===== config.mk =====
export PLATFORM = sky130hd
export DESIGN_NAME = spi_xact_arbiter_flat
export DESIGN_NICKNAME = d
export VERILOG_FILES = /design/src/rtl/spi_xact_arbiter_if.sv /design/src/rtl/spi_xact_arbiter.sv /design/src/flat_wrapper.sv
export SDC_FILE = /design/constraint.sdc
export NUM_CORES = 1
export LEC_CHECK = 0
export BUFFER_PORTS_ARGS = -buffer_cell sky130_fd_sc_hd__buf_4
export CAP_MARGIN = 20
export CORE_MARGIN = 5
export CORE_UTILIZATION = 53
export DETAILED_ROUTE_END_ITERATION = 6
export PLACE_DENSITY = 0.84
export SYNTH_ARGS = -nofsm -noshare
export SYNTH_HDL_FRONTEND = slang
export SYNTH_SLANG_ARGS = --single-unit
export TNS_END_PERCENT = 50

===== constraint.sdc =====
create_clock -name i_clk -period 4.75 [get_ports i_clk]
set_input_delay 0.475 -clock i_clk [delete_from_list [all_inputs] [get_ports i_clk]]
set_output_delay 0.475 -clock i_clk [all_outputs]
set_load 0.02 [all_outputs]

===== src/rtl/spi_xact_arbiter_if.sv =====
`default_nettype none
// ============================================================================
// Module   : spi_xact_arbiter_if
// Brief    : Requester, response and PHY signal bundle for spi_xact_arbiter.
//            The arbiter uses the slave modport. Whatever drives the
//            requesters and models the PHY uses the master modport.
// Revision : 1.0 - initial release
// ============================================================================
interface spi_xact_arbiter_if;
  // Requester 0
  logic       i_req0_valid;
  logic [7:0] i_req0_data;
  logic       i_req0_last;
  logic       o_req0_ready;
  logic       o_rsp0_valid;
  logic [7:0] o_rsp0_data;
  // Requester 1
  logic       i_req1_valid;
  logic [7:0] i_req1_data;
  logic       i_req1_last;
  logic       o_req1_ready;
  logic       o_rsp1_valid;
  logic [7:0] o_rsp1_data;
  // PHY side and chip select
  logic       o_phy_wr;
  logic [7:0] o_phy_data;
  logic       i_phy_busy;
  logic       i_phy_rx_valid;
  logic [7:0] i_phy_rx_data;
  logic       o_cs_n;
  logic [1:0] o_grant;

  modport slave (
    input  i_req0_valid, i_req0_data, i_req0_last,
    output o_req0_ready, o_rsp0_valid, o_rsp0_data,
    input  i_req1_valid, i_req1_data, i_req1_last,
    output o_req1_ready, o_rsp1_valid, o_rsp1_data,
    output o_phy_wr, o_phy_data,
    input  i_phy_busy, i_phy_rx_valid, i_phy_rx_data,
    output o_cs_n, o_grant
  );

  modport master (
    output i_req0_valid, i_req0_data, i_req0_last,
    input  o_req0_ready, o_rsp0_valid, o_rsp0_data,
    output i_req1_valid, i_req1_data, i_req1_last,
    input  o_req1_ready, o_rsp1_valid, o_rsp1_data,
    input  o_phy_wr, o_phy_data,
    output i_phy_busy, i_phy_rx_valid, i_phy_rx_data,
    input  o_cs_n, o_grant
  );
endinterface
`default_nettype wire


===== src/rtl/spi_xact_arbiter.sv =====
`default_nettype none
// ============================================================================
// Module   : spi_xact_arbiter
// Brief    : Shares one byte-level SPI PHY between two requesters. A granted
//            frame owns the PHY and chip select until its LAST byte returns.
//            Chip select has programmable setup, hold and gap timing.
// Revision : 1.0 - initial release
// ============================================================================
module spi_xact_arbiter #(
  parameter int CS_SETUP = 2,
  parameter int CS_HOLD  = 2,
  parameter int CS_GAP   = 4
) (
  input  logic              i_clk,
  input  logic              i_rst,
  spi_xact_arbiter_if.slave bus
);

  localparam int c_MAX_P = (CS_SETUP > CS_HOLD) ?
                           ((CS_SETUP > CS_GAP) ? CS_SETUP : CS_GAP) :
                           ((CS_HOLD  > CS_GAP) ? CS_HOLD  : CS_GAP);
  localparam int c_CNT_W = $clog2(c_MAX_P + 1);

  localparam logic [c_CNT_W-1:0] c_SETUP_LD = c_CNT_W'(CS_SETUP - 1);
  localparam logic [c_CNT_W-1:0] c_HOLD_LD  = c_CNT_W'(CS_HOLD - 1);
  localparam logic [c_CNT_W-1:0] c_GAP_LD   = c_CNT_W'(CS_GAP - 1);
  localparam logic [c_CNT_W-1:0] c_CNT_ONE  = c_CNT_W'(1);

  localparam logic [2:0] c_IDLE  = 3'd0;
  localparam logic [2:0] c_SETUP = 3'd1;
  localparam logic [2:0] c_XFER  = 3'd2;
  localparam logic [2:0] c_HOLD  = 3'd3;
  localparam logic [2:0] c_GAP   = 3'd4;

  logic [2:0]         state_q, state_d;
  logic [c_CNT_W-1:0] cnt_q, cnt_d;
  logic [1:0]         grant_q, grant_d;
  logic               last_grant_q, last_grant_d;
  logic               pending_q, pending_d;
  logic               last_flag_q, last_flag_d;
  logic               cs_n_q, cs_n_d;
  logic               phy_wr_q, phy_wr_d;
  logic [7:0]         phy_data_q, phy_data_d;
  logic               rsp0_valid_q, rsp0_valid_d;
  logic               rsp1_valid_q, rsp1_valid_d;
  logic [7:0]         rsp0_data_q, rsp0_data_d;
  logic [7:0]         rsp1_data_q, rsp1_data_d;

  logic       w_xfer_free, w_ready0, w_ready1, w_hs;
  logic       w_hs_last, w_rx, w_any_req, w_pick1;
  logic [7:0] w_hs_data;

  // Only the owner may hand over a byte, and only when nothing is in flight.
  assign w_xfer_free = (state_q == c_XFER) && !pending_q && !bus.i_phy_busy;
  assign w_ready0    = w_xfer_free && grant_q[0];
  assign w_ready1    = w_xfer_free && grant_q[1];
  assign w_hs        = (w_ready0 && bus.i_req0_valid) || (w_ready1 && bus.i_req1_valid);
  assign w_hs_data   = grant_q[1] ? bus.i_req1_data : bus.i_req0_data;
  assign w_hs_last   = grant_q[1] ? bus.i_req1_last : bus.i_req0_last;
  // Receive strobes that do not answer an issued byte are dropped.
  assign w_rx        = (state_q == c_XFER) && pending_q && bus.i_phy_rx_valid;
  assign w_any_req   = bus.i_req0_valid || bus.i_req1_valid;
  // Port 1 wins when alone or when port 0 was granted last.
  assign w_pick1     = bus.i_req1_valid && (!bus.i_req0_valid || !last_grant_q);

  // State and datapath registers, all cleared by synchronous reset.
  always_ff @(posedge i_clk) begin
    if (i_rst) begin
      state_q      <= c_IDLE;
      cnt_q        <= '0;
      grant_q      <= 2'b00;
      last_grant_q <= 1'b1;
      pending_q    <= 1'b0;
      last_flag_q  <= 1'b0;
      cs_n_q       <= 1'b1;
      phy_wr_q     <= 1'b0;
      phy_data_q   <= 8'h00;
      rsp0_valid_q <= 1'b0;
      rsp1_valid_q <= 1'b0;
      rsp0_data_q  <= 8'h00;
      rsp1_data_q  <= 8'h00;
    end else begin
      state_q      <= state_d;
      cnt_q        <= cnt_d;
      grant_q      <= grant_d;
      last_grant_q <= last_grant_d;
      pending_q    <= pending_d;
      last_flag_q  <= last_flag_d;
      cs_n_q       <= cs_n_d;
      phy_wr_q     <= phy_wr_d;
      phy_data_q   <= phy_data_d;
      rsp0_valid_q <= rsp0_valid_d;
      rsp1_valid_q <= rsp1_valid_d;
      rsp0_data_q  <= rsp0_data_d;
      rsp1_data_q  <= rsp1_data_d;
    end
  end

  // Next-state selection for the frame sequencer.
  always_comb begin
    state_d = state_q;
    case (state_q)
      // The XFER handshake cycle is itself the last setup cycle, so SETUP
      // lasts CS_SETUP-1 cycles and is skipped entirely when CS_SETUP is 1.
      c_IDLE:  if (w_any_req) state_d = (CS_SETUP == 1) ? c_XFER : c_SETUP;
      c_SETUP: if (cnt_q <= c_CNT_ONE) state_d = c_XFER;
      c_XFER:  if (w_rx && last_flag_q) state_d = c_HOLD;
      c_HOLD:  if (cnt_q == '0) state_d = c_GAP;
      c_GAP:   if (cnt_q == '0) state_d = c_IDLE;
      default: state_d = c_IDLE;
    endcase
  end

  // Registered outputs, counter reloads and in-flight byte bookkeeping.
  always_comb begin
    cnt_d        = cnt_q;
    grant_d      = grant_q;
    last_grant_d = last_grant_q;
    pending_d    = pending_q;
    last_flag_d  = last_flag_q;
    cs_n_d       = cs_n_q;
    phy_wr_d     = 1'b0;
    phy_data_d   = phy_data_q;
    rsp0_valid_d = 1'b0;
    rsp1_valid_d = 1'b0;
    rsp0_data_d  = rsp0_data_q;
    rsp1_data_d  = rsp1_data_q;
    case (state_q)
      c_IDLE: begin
        if (w_any_req) begin
          grant_d      = w_pick1 ? 2'b10 : 2'b01;
          last_grant_d = w_pick1;
          cs_n_d       = 1'b0;
          cnt_d        = c_SETUP_LD;
        end
      end
      c_SETUP: begin
        if (cnt_q != '0) cnt_d = cnt_q - c_CNT_ONE;
      end
      c_XFER: begin
        if (w_hs) begin
          phy_wr_d    = 1'b1;
          phy_data_d  = w_hs_data;
          pending_d   = 1'b1;
          last_flag_d = w_hs_last;
        end
        if (w_rx) begin
          if (grant_q[1]) begin
            rsp1_valid_d = 1'b1;
            rsp1_data_d  = bus.i_phy_rx_data;
          end else begin
            rsp0_valid_d = 1'b1;
            rsp0_data_d  = bus.i_phy_rx_data;
          end
          pending_d = 1'b0;
          if (last_flag_q) cnt_d = c_HOLD_LD;
        end
      end
      c_HOLD: begin
        if (cnt_q == '0) begin
          cs_n_d  = 1'b1;
          grant_d = 2'b00;
          cnt_d   = c_GAP_LD;
        end else begin
          cnt_d = cnt_q - c_CNT_ONE;
        end
      end
      c_GAP: begin
        if (cnt_q != '0) cnt_d = cnt_q - c_CNT_ONE;
      end
      default: ;
    endcase
  end

  assign bus.o_req0_ready = w_ready0;
  assign bus.o_req1_ready = w_ready1;
  assign bus.o_rsp0_valid = rsp0_valid_q;
  assign bus.o_rsp0_data  = rsp0_data_q;
  assign bus.o_rsp1_valid = rsp1_valid_q;
  assign bus.o_rsp1_data  = rsp1_data_q;
  assign bus.o_phy_wr     = phy_wr_q;
  assign bus.o_phy_data   = phy_data_q;
  assign bus.o_cs_n       = cs_n_q;
  assign bus.o_grant      = grant_q;

endmodule
`default_nettype wire


===== src/flat_wrapper.sv =====
// flat-port wrapper written by rule: the top's interface ports become plain ports
module spi_xact_arbiter_flat 
#(
  parameter int CS_SETUP = 2,
  parameter int CS_HOLD  = 2,
  parameter int CS_GAP   = 4
)
  (i_clk, i_rst, bus_i_req0_valid, bus_i_req0_data, bus_i_req0_last, bus_o_req0_ready, bus_o_rsp0_valid, bus_o_rsp0_data, bus_i_req1_valid, bus_i_req1_data, bus_i_req1_last, bus_o_req1_ready, bus_o_rsp1_valid, bus_o_rsp1_data, bus_o_phy_wr, bus_o_phy_data, bus_i_phy_busy, bus_i_phy_rx_valid, bus_i_phy_rx_data, bus_o_cs_n, bus_o_grant);
  spi_xact_arbiter_if bus_i ();
  input  logic i_clk;
  input  logic i_rst;
  input wire logic [$bits(bus_i.i_req0_valid)-1:0] bus_i_req0_valid;
  input wire logic [$bits(bus_i.i_req0_data)-1:0] bus_i_req0_data;
  input wire logic [$bits(bus_i.i_req0_last)-1:0] bus_i_req0_last;
  output wire logic [$bits(bus_i.o_req0_ready)-1:0] bus_o_req0_ready;
  output wire logic [$bits(bus_i.o_rsp0_valid)-1:0] bus_o_rsp0_valid;
  output wire logic [$bits(bus_i.o_rsp0_data)-1:0] bus_o_rsp0_data;
  input wire logic [$bits(bus_i.i_req1_valid)-1:0] bus_i_req1_valid;
  input wire logic [$bits(bus_i.i_req1_data)-1:0] bus_i_req1_data;
  input wire logic [$bits(bus_i.i_req1_last)-1:0] bus_i_req1_last;
  output wire logic [$bits(bus_i.o_req1_ready)-1:0] bus_o_req1_ready;
  output wire logic [$bits(bus_i.o_rsp1_valid)-1:0] bus_o_rsp1_valid;
  output wire logic [$bits(bus_i.o_rsp1_data)-1:0] bus_o_rsp1_data;
  output wire logic [$bits(bus_i.o_phy_wr)-1:0] bus_o_phy_wr;
  output wire logic [$bits(bus_i.o_phy_data)-1:0] bus_o_phy_data;
  input wire logic [$bits(bus_i.i_phy_busy)-1:0] bus_i_phy_busy;
  input wire logic [$bits(bus_i.i_phy_rx_valid)-1:0] bus_i_phy_rx_valid;
  input wire logic [$bits(bus_i.i_phy_rx_data)-1:0] bus_i_phy_rx_data;
  output wire logic [$bits(bus_i.o_cs_n)-1:0] bus_o_cs_n;
  output wire logic [$bits(bus_i.o_grant)-1:0] bus_o_grant;
  assign bus_i.i_req0_valid = bus_i_req0_valid;
  assign bus_i.i_req0_data = bus_i_req0_data;
  assign bus_i.i_req0_last = bus_i_req0_last;
  assign bus_o_req0_ready = bus_i.o_req0_ready;
  assign bus_o_rsp0_valid = bus_i.o_rsp0_valid;
  assign bus_o_rsp0_data = bus_i.o_rsp0_data;
  assign bus_i.i_req1_valid = bus_i_req1_valid;
  assign bus_i.i_req1_data = bus_i_req1_data;
  assign bus_i.i_req1_last = bus_i_req1_last;
  assign bus_o_req1_ready = bus_i.o_req1_ready;
  assign bus_o_rsp1_valid = bus_i.o_rsp1_valid;
  assign bus_o_rsp1_data = bus_i.o_rsp1_data;
  assign bus_o_phy_wr = bus_i.o_phy_wr;
  assign bus_o_phy_data = bus_i.o_phy_data;
  assign bus_i.i_phy_busy = bus_i_phy_busy;
  assign bus_i.i_phy_rx_valid = bus_i_phy_rx_valid;
  assign bus_i.i_phy_rx_data = bus_i_phy_rx_data;
  assign bus_o_cs_n = bus_i.o_cs_n;
  assign bus_o_grant = bus_i.o_grant;
  spi_xact_arbiter #(.CS_SETUP(CS_SETUP), .CS_HOLD(CS_HOLD), .CS_GAP(CS_GAP)) u_core (.i_clk(i_clk), .i_rst(i_rst), .bus(bus_i));
endmodule

* Word level (Yosys, flattened, before mapping)
Index checks and enable logic that the tools add are counted.
** Storage, ports and cells
- Flip-flop bits (word level) :: 39
- Input port bits :: 32
- Output and inout port bits :: 32
- Logic and storage cells :: 89
** Operators by class
- Add/subtract/negate cells :: 1
- Magnitude comparators :: 1
- Eq/ne operators :: 12
- Mux-type cells :: 25
- Bitwise operators :: 3
- Reductions and logical operators :: 34
** Operators by type and width (count)
- $mux W3 :: 9
- $pmux W3 S5 :: 1
- $ne A2 B1 Y1 const B :: 7
- $pmux W3 S4 :: 1
- $logic_and A1 B1 Y1 :: 10
- $reduce_and A5 Y1 :: 2
- $reduce_and A3 Y1 :: 3
- $mux W1 :: 8
- $mux W8 :: 1
- $eq A3 B2 Y1 const B :: 2
- $logic_not A3 Y1 :: 2
- $mux W2 :: 3
- $reduce_and A2 Y1 :: 3
- $logic_not A1 Y1 :: 4
- $pmux W2 S2 :: 1
- $reduce_bool A2 Y1 :: 2
- $reduce_bool A4 Y1 :: 1
- $reduce_or A2 Y1 :: 2
- $eq A3 B1 Y1 const B :: 1
- $eq A3 B3 Y1 const B :: 1
- $le A3 B1 Y1 const B :: 1
- $logic_or A1 B1 Y1 :: 3
- $not A1 Y1 :: 3
- $reduce_bool A3 Y1 :: 1
- other kinds (4) :: 4

* Logic depth before layout (Yosys ltp)
Gate-level depths: netlist of the first run.
- Depth in word-level cells :: 8
- Gate-level depth with buffers :: 6
- Mapped depth without buffers :: 6

* Worst setup path after synthesis of the first run
Ideal clock, no wire load.
- Path kind :: reg2out
- Start :: reg u_core.state_q[1]
- End :: out bus_o_req0_ready
- Arrival :: 1596 ps
- Required time :: 4275 ps
- Setup slack :: 2679 ps
- Stages on the path, launching flop included :: 4
- Buffers on the path :: 1
- Cell sequence :: dfxtp_1 > or3b_1 > buf_2 > nor4b_1
** On the way
- Word-level cells in the longest chain between the ends :: 4
** RTL lines
- start, declared :: RTL line spi_xact_arbiter.sv:35 : logic [2:0] state_q, state_d;
- start signal, assigned :: RTL line spi_xact_arbiter.sv:69 : state_q <= c_IDLE;
- start signal, assigned :: RTL line spi_xact_arbiter.sv:83 : state_q <= state_d;
- $eq A3 B2 Y1 :: RTL line spi_xact_arbiter.sv:54 : assign w_xfer_free = (state_q == c_XFER) && !pending_q && !bus.i_phy_busy;
- $logic_and A1 B1 Y1 (2 in series) :: RTL line spi_xact_arbiter.sv:54
- $logic_and A1 B1 Y1 :: RTL line spi_xact_arbiter.sv:55 : assign w_ready0 = w_xfer_free && grant_q[0];
- end, declared :: RTL line flat_wrapper.sv:15 : output wire logic [$bits(bus_i.o_req0_ready)-1:0] bus_o_req0_ready;
Every way passes these cells.

* Worst setup path in the final report of the first run
Same ends and word-level chain as after synthesis.

==> results.json, run 1 <==
{
  "antenna_cells": 0,
  "clk_path_buf_depth": 2,
  "yosys_warnings": 0,
  "vias_per_cell": 5.39,
  "drive_above_1_share_pct": 33.6,
  "fin_crit_ns": 2.55,
  "crit_family": "simple AND/OR/NAND/NOR gates",
  "drc_errors": 0,
  "final_cell_area_um2": 2380,
  "die_w_um": 68.0,
  "fin_crit_sh_pct": 53.8,
  "setup_viol": 0,
  "root_buffer": "clkbuf_4",
  "clock_skew_ns": 0.0104,
  "syn2layout_area_growth_pct": 33.2,
  "peakVddDrop_v": 0.000242,
  "grt_pass1_vias": 1459,
  "holdWs_ns": 0.357,
  "core_area_um2": 3310,
  "num-fill-cells": 261,
  "cts_tree": "built",
  "die_area_um2": 4630,
  "htreeDepth": 2,
  "grt_max_degree": 36,
  "path_buf_inv": 1,
  "hpwl_mm": 3.02,
  "cap_violations": 0,
  "initialDrtViolationCount": 57,
  "total_power_w": 0.000879,
  "gp_congestion": 0.853,
  "rsz0062_at_grt": "false",
  "synth_nets": 220,
  "wire_per_inst_um": 14.1,
  "clkLatencyLatePin_ns": 0.35,
  "cts_made_buffers": 5,
  "synth-edff-count": 0,
  "grt_pass1_wl_mm": 6.23,
  "hp-class": "in -> reg",
  "status": "finished, final reports clean",
  "tightest_slew_ns": 0.799,
  "ys_async_sr_fraction_pct": 0,
  "hold_buffers": 0,
  "cp_cell_sequence": "or3b_1 > nor4b_1 > buf_4",
  "slew_headroom_pct": 46.7,
  "synth_seq_area_share_pct": 43.8,
  "worstPathMaxFanout": 15,
  "synth_cells": 185,
  "antenna_left": 0,
  "path_clk_slew_ns": 0.11,
  "crit_arrival_ns": 2.08,
  "worst_ep_required_time_ns": 4.28,
  "cts.repair.resized": 0,
  "ys_ff_latch": 39,
  "dieHeight_um": 68.0,
  "ioPinCount": 64,
  "rows": 21,
  "grt_antenna_before_repair": 0,
  "cp-end-kind": "output port",
  "slowest_delay_ns": 0.58,
  "num_vias": 1564,
  "critPathSlowestCell": "dfxtp_1",
  "max_freq_mhz": 392,
  "io_buffers": 63,
  "clock_sinks": 39,
  "placed_area_um2": 2260,
  "ff2ff_setup_slack_ns": 2.57,
  "yosysTopAreaCellShare_pct": 43.8,
  "critPathLaunchType": "register",
  "synth_ff_type": "dfxtp_1",
  "crit_type": "reg -> out",
  "grt.total_usage_pct": 18.0,
  "synthTopCellsByArea": "dfxtp_1, mux2i_1, nor2_1",
  "firstDrtPassIters": 5,
  "nets": 278,
  "grt_remaining_overflow": 0,
  "slew_viol_final": 0,
  "hold_viol": 0,
  "cts_setup_buffers": 0,
  "tns_ns": 0,
  "powerDensity_nw_per_um2": 370,
  "synth.distinct_cells": 43,
  "synth_area_per_cell_um2": 9.64,
  "yosys.area.top_type": "dfxtp_1",
  "initial_core_util_pct": 53.9,
  "leakage_nw": 1.01,
  "netlist_area_um2": 1780,
  "wl_mm": 4.09
}
## state kept, by name, indices dropped and copies added, names as in the netlist, 2 cells and up
| register | cells |
|---|---|
| u_core.bus.o_phy_data | 8 |
| u_core.bus.o_rsp0_data | 8 |
| u_core.bus.o_rsp1_data | 8 |
| u_core.cnt_q | 3 |
| u_core.state_q | 3 |
| u_core.bus.o_grant | 2 |
## power breakdown
part | internal, W | switching, W
logic | 0.000104 | 0.000115
registers | 0.000350 | 0.0000391
clock network | 0.000164 | 0.000107
## per-layer routing
| metal | part of all wire, % | routed length [um] | up-vias | global-route usage (%) |
|---|---|---|---|---|
| li1 | - | - | 778 | - |
| met1 | 40 | 1620 | 711 | 21.3 |
| met2 | 47 | 1930 | 67 | 29.4 |
| met3 | 11 | 454 | 8 | 5.42 |
| met4 | 2.0 | 80 | 0 | 9.18 |
| met5 | 0 | 0 | - | 0 |
## per-stage QoR
step | instances | setup slack [ns] | util [%]
6_report | 290 | 2.20 | 71.8
5_1_grt | 290 | 2.13 | 71.8
4_1_cts | 289 | 2.21 | 71.4
3_5_place_dp | 281 | 2.19 | 68.4
3_3_place_gp | 281 | 2.32 | 68.4
2_1_floorplan | 185 | 2.68 | -
## path summary, 6_finish.rpt
kind	depth (start not counted)	startpoint	to
setup / recovery	3	u_core.state_q[1]	bus_o_req0_ready
hold / removal	3	bus_i_phy_rx_data[7]	u_core.bus.o_rsp1_data[7]
setup reg to reg	4	u_core.state_q[1]	u_core.bus.o_rsp1_data[6]
hold reg to reg	2	u_core.cnt_q[1]	u_core.cnt_q[1]
## kinds of logic after synthesis
logic type,count (synthesis),synth area share [%]
simple gates,56,16.2
compound gates,42,18.7
flops,39,43.8
mux,26,14.6
buf+inv,19,4.63
fa+ha+maj,3,2.10
## worst register-to-register path, stage by stage (launching register included)
cell	delay (ns)
dfxtp_1	0.58
or3b_1	0.55
or3_1	0.64
mux2i_1	0.23
nor2_1	0.06
## cells in the final DEF (no fill, tap or decap), types with 2 or more instances in the layout
cell	netlist	routed
o21ai_0	2	2
buf_4	0	63
a211oi_2	9	9
nor2_1	31	31
mux2i_1	26	26
nor4_1	2	2
a21oi_1	10	10
a2bb2oi_1	2	2
ha_1	3	3
nor3_1	3	3
nand2b_1	2	2
or3b_1	3	3
dfxtp_1	39	39
inv_1	6	6
o211ai_1	2	2
clkbuf_4	0	5
o22a_1	2	2
nand2_1	4	4
bufinv_16	0	2
o21ai_1	4	4
## layout make-up
cell class | instances | area (um2) | area share (%)
clock buffers | 6 | 41.3 | 1.74
clock inverters | 2 | 60.1 | 2.53
inverters | 6 | 22.5 | 0.948
multi-input cells | 127 | 930 | 39.1
flip-flops and latches | 39 | 781 | 32.9
well taps | 46 | 57.6 | 2.42
repair buffers | 64 | 484 | 20.4
## synthesized netlist by cell type, types with 3 or more instances
library cell,number
inv_1,6
or3b_1,3
a211oi_2,9
mux2i_1,26
clkbuf_1,8
ha_1,3
buf_2,3
dfxtp_1,39
nand2_1,4
o21ai_1,4
nor2_1,31
nor3_1,3
a21oi_1,10
Power figures use the tool's default switching activity.
==> inputs of run 2 (changes only) <==
--- a/config.mk
+++ b/config.mk
@@ -5,12 +5,13 @@
 export SDC_FILE = /design/constraint.sdc
 export NUM_CORES = 1
 export LEC_CHECK = 0
+export ABC_AREA = 1
 export BUFFER_PORTS_ARGS = -buffer_cell sky130_fd_sc_hd__buf_4
 export CAP_MARGIN = 20
 export CORE_MARGIN = 5
-export CORE_UTILIZATION = 53
+export CORE_UTILIZATION = 50
 export DETAILED_ROUTE_END_ITERATION = 6
-export PLACE_DENSITY = 0.84
+export PLACE_DENSITY = 0.79
 export SYNTH_ARGS = -nofsm -noshare
 export SYNTH_HDL_FRONTEND = slang
 export SYNTH_SLANG_ARGS = --single-unit
==> constraint.sdc (replaced) <==
create_clock -name i_clk -period 2.5 [get_ports i_clk]
set_input_delay 0.25 -clock i_clk [delete_from_list [all_inputs] [get_ports i_clk]]
set_output_delay 0.25 -clock i_clk [all_outputs]
set_load 0.02 [all_outputs]
==> results.json, run 2 <==
{
  "ys_ff_latch": 39,
  "final_common_cell": "nand2_1",
  "antenna_left": 0,
  "syn2layout_area_growth_pct": 31.2,
  "power_frac_seq_pct": 39.9,
  "holdWs_ns": 0.192,
  "synthTopCellsByArea": "dfxtp_1, nand2_1, nor2_1",
  "layout.cells.non_filler": 390,
  "hold_start": "i_rst",
  "dieHeight_um": 72.1,
  "cts_tree": "built",
  "die_area_um2": 5200,
  "cp-end-kind": "output port",
  "synth.distinct_cells": 25,
  "p_int_w": 0.00117,
  "htreeDepth": 2,
  "worstPathMaxFanout": 11,
  "clock_skew_ns": 0.0111,
  "critPathSlowestCell": "dfxtp_1",
  "initial_core_util_pct": 52.3,
  "nets": 376,
  "io_buffers": 63,
  "crit_type": "reg -> out",
  "clk_path_buf_depth": 2,
  "crit_arrival_ns": 1.43,
  "grt_remaining_overflow": 0,
  "cts_setup_buffers": 0,
  "grt_pass1_vias": 1914,
  "setup_viol": 0,
  "worst_ep_required_time_ns": 2.25,
  "swShare_pct": 39.4,
  "status": "finished, final reports clean",
  "synthMostInstantiatedCell": "nand2_1",
  "yosysTopAreaCellShare_pct": 40.4,
  "wire_per_inst_um": 12.2,
  "grt_pass1_wl_mm": 8.05,
  "rows": 22,
  "grt.total_usage_pct": 19.2,
  "antenna_cells": 0,
  "cts_made_buffers": 5,
  "tightest_slew_ns": 0.449,
  "path_buf_inv": 2,
  "ys_async_sr_fraction_pct": 0,
  "yosys.area.top_type": "dfxtp_1",
  "synth-edff-count": 0,
  "rsz0062_at_grt": "false",
  "grt_max_degree": 20,
  "hold_viol": 0,
  "drive_above_1_share_pct": 29.5,
  "wl_met1_mm": 2.02,
  "critPathLaunchType": "register",
  "root_buffer": "clkbuf_8",
  "hp-class": "in -> reg",
  "initialDrtViolationCount": 119,
  "clkLatencyLatePin_ns": 0.29,
  "die_w_um": 72.1,
  "synth_commonest_cells": "nand2_1, nor2_1, dfxtp_1",
  "synth_seq_area_share_pct": 40.4,
  "fin_crit_sh_pct": 67.3,
  "cts.repair.resized": 0,
  "fin_crit_ns": 1.68,
  "num_vias": 1906,
  "cap_violations": 0,
  "grt_antenna_before_repair": 0,
  "synth_area_per_cell_um2": 7.02,
  "startpoint": "u_core.bus.o_grant[1]",
  "max_freq_mhz": 594,
  "hpwl_mm": 3.67,
  "wl_met2_mm": 2.40,
  "final_cell_mix": "nand2_1, buf_4, nor2_1",
  "gp_congestion": 0.887,
  "p_comb_share_pct": 39.1,
  "synth_ff_type": "dfxtp_1",
  "leakage_nw": 1.38,
  "met3WireLength_um": 277,
  "crit_family": "flip-flops",
  "peakVddDrop_v": 0.000345,
  "tns_ns": 0,
  "synth_cells": 275,
  "p_sw_w": 0.000764,
  "highest_layer": "met4",
  "wl_mm": 4.75,
  "slowest_delay_ns": 0.60,
  "place_inst": 382,
  "slew_viol_final": 0,
  "power.share.clock_pct": 21.0,
  "vias_per_cell": 4.89,
  "slew_headroom_pct": 70.1,
  "path_clk_slew_ns": 0.08,
  "worstReg2RegStart": "u_core.cnt_q[0]",
  "hold_buffers": 0,
  "clock_sinks": 39,
  "final_core_util_pct": 68.7,
  "cp_cell_sequence": "inv_2 > nor2_1 > buf_4",
  "core_area_um2": 3690,
  "yosys_warnings": 0,
  "drc_errors": 0,
  "num-fill-cells": 335,
  "netlist_area_um2": 1930,
  "powerDensity_nw_per_um2": 765,
  "firstDrtPassIters": 4,
  "synth_nets": 310,
  "ioPinCount": 64
}
run 2: cell types whose count changed in the layout (fill, tap and decap cells not counted), sizes merged, moves of 3 or more:
cell / previous run / this run
nand2: 4 / 72
nor2: 31 / 77
mux2i: 26 / 0
inv: 6 / 25
nand3: 0 / 16
o21ai: 6 / 19
a211oi: 9 / 0
nand3b: 1 / 9
a21oi: 10 / 3
nor3: 4 / 0
nor4: 3 / 0
or3b: 3 / 0
run 2: cells by family after synthesis:
family	synth area share, %
AOI/OAI and AO/OA	6.48
xor gates and xnor gates	0.454
adders and majority gates	1.94
buffers and inverters	6.61
DFF	40.4
and+or+nand+nor	44.1
run 2: worst reg2reg max path, stage by stage, from the launching register on:
cell and delay, ns:
dfxtp_1 0.33, inv_1 0.12, ha_1 0.19, inv_1 0.04, nor2_1 0.21, nor2_2 0.10, nor2_4 0.16, nand3_2 0.10
nand2_1 0.06, nand2_1 0.04, nor2_1 0.08
run 2: path summary, 6_finish.rpt:
path              slack [ns]  depth (start not counted)           endpoint
hold / removal          0.19                          2  u_core.state_q[1]
hold reg to reg         0.50                          2    u_core.cnt_q[1]
setup reg to reg        1.00                         10  u_core.state_q[0]
setup / recovery        0.82                          3   bus_o_req1_ready
run 2: metrics by stage:
| stage | setup WS, ns | area, um2 | total power, W |
|---|---|---|---|
| 2_1_floorplan | 1.00 | 1930 | 0.00134 |
| 3_3_place_gp | 1.07 | 2450 | 0.00152 |
| 3_5_place_dp | 1.01 | 2450 | 0.00154 |
| 4_1_cts | 0.787 | 2530 | 0.00196 |
| 5_1_grt | 0.715 | 2530 | 0.00209 |
| 6_report | 0.818 | 2530 | 0.00194 |
run 2: per-layer routing:
layer  vias up  track usage, %
met3         6            5.26
met2        47            33.1
met1       860            22.8
met5         -               0
met4         0            6.89
li1        993               -
run 2: power by group through the flow:
stage / clock (W) / combinational, W / sequential (W)
2_1_floorplan: 0 / 0.000541 / 0.000801
3_3_place_gp: 0 / 0.000739 / 0.000783
3_5_place_dp: 0 / 0.000755 / 0.000787
4_1_cts: 0.000420 / 0.000763 / 0.000773
5_1_grt: 0.000440 / 0.000869 / 0.000783
6_report: 0.000407 / 0.000757 / 0.000773
run 2: final cells by class:
type	count	area, um2	area share [%]
clock buffers	7	76.3	3.01
clock inverters	1	5.00	0.198
inverters	25	101	4.00
multi-input cells	205	1020	40.3
flip-flops and latches	39	781	30.8
well taps	48	60.1	2.37
repair buffers	65	488	19.3
==> inputs of run 3 (changes only) <==
==> constraint.sdc (replaced) <==
create_clock -name i_clk -period 1.6 [get_ports i_clk]
set_input_delay 0.16 -clock i_clk [delete_from_list [all_inputs] [get_ports i_clk]]
set_output_delay 0.16 -clock i_clk [all_outputs]
set_load 0.02 [all_outputs]
==> results.json, run 3 (synthesized netlist as in run 2, its figures left out) <==
{
  "status": "finished, final reports clean",
  "tns_ns": 0,
  "wire_per_inst_um": 12.2,
  "final_cell_area_um2": 2590,
  "setup_viol": 0,
  "ff_latch_area_um2": 785,
  "slew_viol_final": 0,
  "root_buffer": "clkbuf_8",
  "htreeDepth": 2,
  "tightest_slew_ns": 0.336,
  "crit_type": "reg -> out",
  "grt_pass1_vias": 1833,
  "initial_core_util_pct": 52.3,
  "grt_remaining_overflow": 0,
  "antenna_left": 0,
  "cts_setup_buffers": 0,
  "crit_arrival_ns": 1.33,
  "peakVddDrop_v": 0.000617,
  "final_cell_mix": "nand2_1, buf_4, nor2_1",
  "firstDrtPassIters": 4,
  "vias_per_cell": 4.87,
  "slew_headroom_pct": 77.6,
  "grt_antenna_before_repair": 0,
  "dieHeight_um": 72.1,
  "gp_congestion": 0.817,
  "path_clk_slew_ns": 0.08,
  "cp-end-kind": "output port",
  "powerDensity_nw_per_um2": 1270,
  "rsz0062_at_grt": "false",
  "crit_family": "simple AND/OR/NAND/NOR gates",
  "power_frac_seq_pct": 37.0,
  "syn2layout_area_growth_pct": 34.1,
  "num_vias": 1903,
  "clock_skew_ns": 0.00931,
  "path_buf_inv": 2,
  "hp-class": "in -> reg",
  "cts_made_buffers": 5,
  "wl_mm": 4.75,
  "multi_input_area_um2": 1030,
  "fin_crit_ns": 1.49,
  "clkLatencyLatePin_ns": 0.29,
  "cap_violations": 0,
  "clock_sinks": 39,
  "total_power_w": 0.00328,
  "rows": 22,
  "worst_ep_required_time_ns": 1.44,
  "slowest_delay_ns": 0.36,
  "core_area_um2": 3690,
  "initialDrtViolationCount": 171,
  "hold_buffers": 0,
  "final_core_util_pct": 70.2,
  "p_comb_share_pct": 37.0,
  "max_freq_mhz": 672,
  "grt_pass1_wl_mm": 8.06,
  "critPathLaunchType": "register",
  "drc_errors": 0,
  "ioPinCount": 64,
  "hold_viol": 0,
  "grt_max_degree": 14,
  "nets": 377,
  "cts.repair.resized": 0,
  "drive_above_1_share_pct": 31.5,
  "critPathSlowestCell": "dfxtp_2",
  "num-fill-cells": 336,
  "io_buffers": 63,
  "power.share.clock_pct": 26.0,
  "cp_cell_sequence": "nor2_4 > nand2_2 > inv_4 > nand2_1 > nor2_1 > buf_4",
  "cts_tree": "built",
  "die_w_um": 72.1,
  "grt.total_usage_pct": 19.2,
  "antenna_cells": 0,
  "clk_path_buf_depth": 2,
  "worstPathMaxFanout": 5,
  "final_common_cell": "nand2_1",
  "fin_crit_sh_pct": 93.0,
  "placed_area_um2": 2460,
  "leakage_nw": 1.40,
  "hpwl_mm": 3.53,
  "swShare_pct": 37.7,
  "die_area_um2": 5200,
  "p_sw_w": 0.00124,
  "p_int_w": 0.00205
}
[run 3: path summary, 6_finish.rpt]
kind,from,endpoint,slack (ns),cells after the start
worst min register to register,u_core.last_grant_q,u_core.last_grant_q,0.49,2
worst max-delay path,u_core.state_q[2],bus_o_req1_ready,0.11,6
worst max register to register,u_core.cnt_q[0],u_core.state_q[0],0.12,9
worst min-delay path,bus_i_phy_rx_data[5],u_core.bus.o_rsp1_data[5],0.1,3
[run 3: layer usage]
metal / global-route usage, % / part of all wire [%] / vias to the layer above / wire length [um]
met3: 7.48 / 7.6 / 6 / 363
met5: 0 / 0 / - / 0
met1: 24.4 / 42 / 850 / 1990
met2: 30.7 / 49 / 51 / 2350
li1: - / - / 996 / -
met4: 4.59 / 1.1 / 0 / 51
[run 3: power groups by stage]
stage | logic [W] | registers (W) | clock network [W]
2_1_floorplan | 0.000845 | 0.00125 | 0
3_3_place_gp | 0.00118 | 0.00122 | 0
3_5_place_dp | 0.00119 | 0.00122 | 0
4_1_cts | 0.00120 | 0.00120 | 0.000867
5_1_grt | 0.00139 | 0.00123 | 0.000907
6_report | 0.00122 | 0.00121 | 0.000852
[run 3: layout make-up]
type | instances | share of cell area [%]
well taps | 48 | 2.32
clock buffers | 6 | 3.19
clock inverters | 2 | 1.35
flip-flops and latches | 39 | 30.3
inverters | 25 | 3.91
multi-input cells | 205 | 39.8
repair buffers | 66 | 19.1
[run 3: worst register-to-register path, stage by stage, from the launching register on]
cell	delay, ns
dfxtp_1	0.33
inv_1	0.12
ha_1	0.18
inv_1	0.06
nor2_2	0.17
nor2_2	0.09
nor2_4	0.15
nand3_2	0.11
nor2_1	0.11
nor2_1	0.06
[run 3: through the flow]
step	instances	hold slack [ns]	setup WS [ns]
final	391	0.0975	0.113
after CTS	391	0.0923	0.0145
after global routing	391	0.100	0.0156
after global placement	383	0.393	0.194
after floorplan	275	0.295	0.194
after detailed placement	383	0.399	0.0975
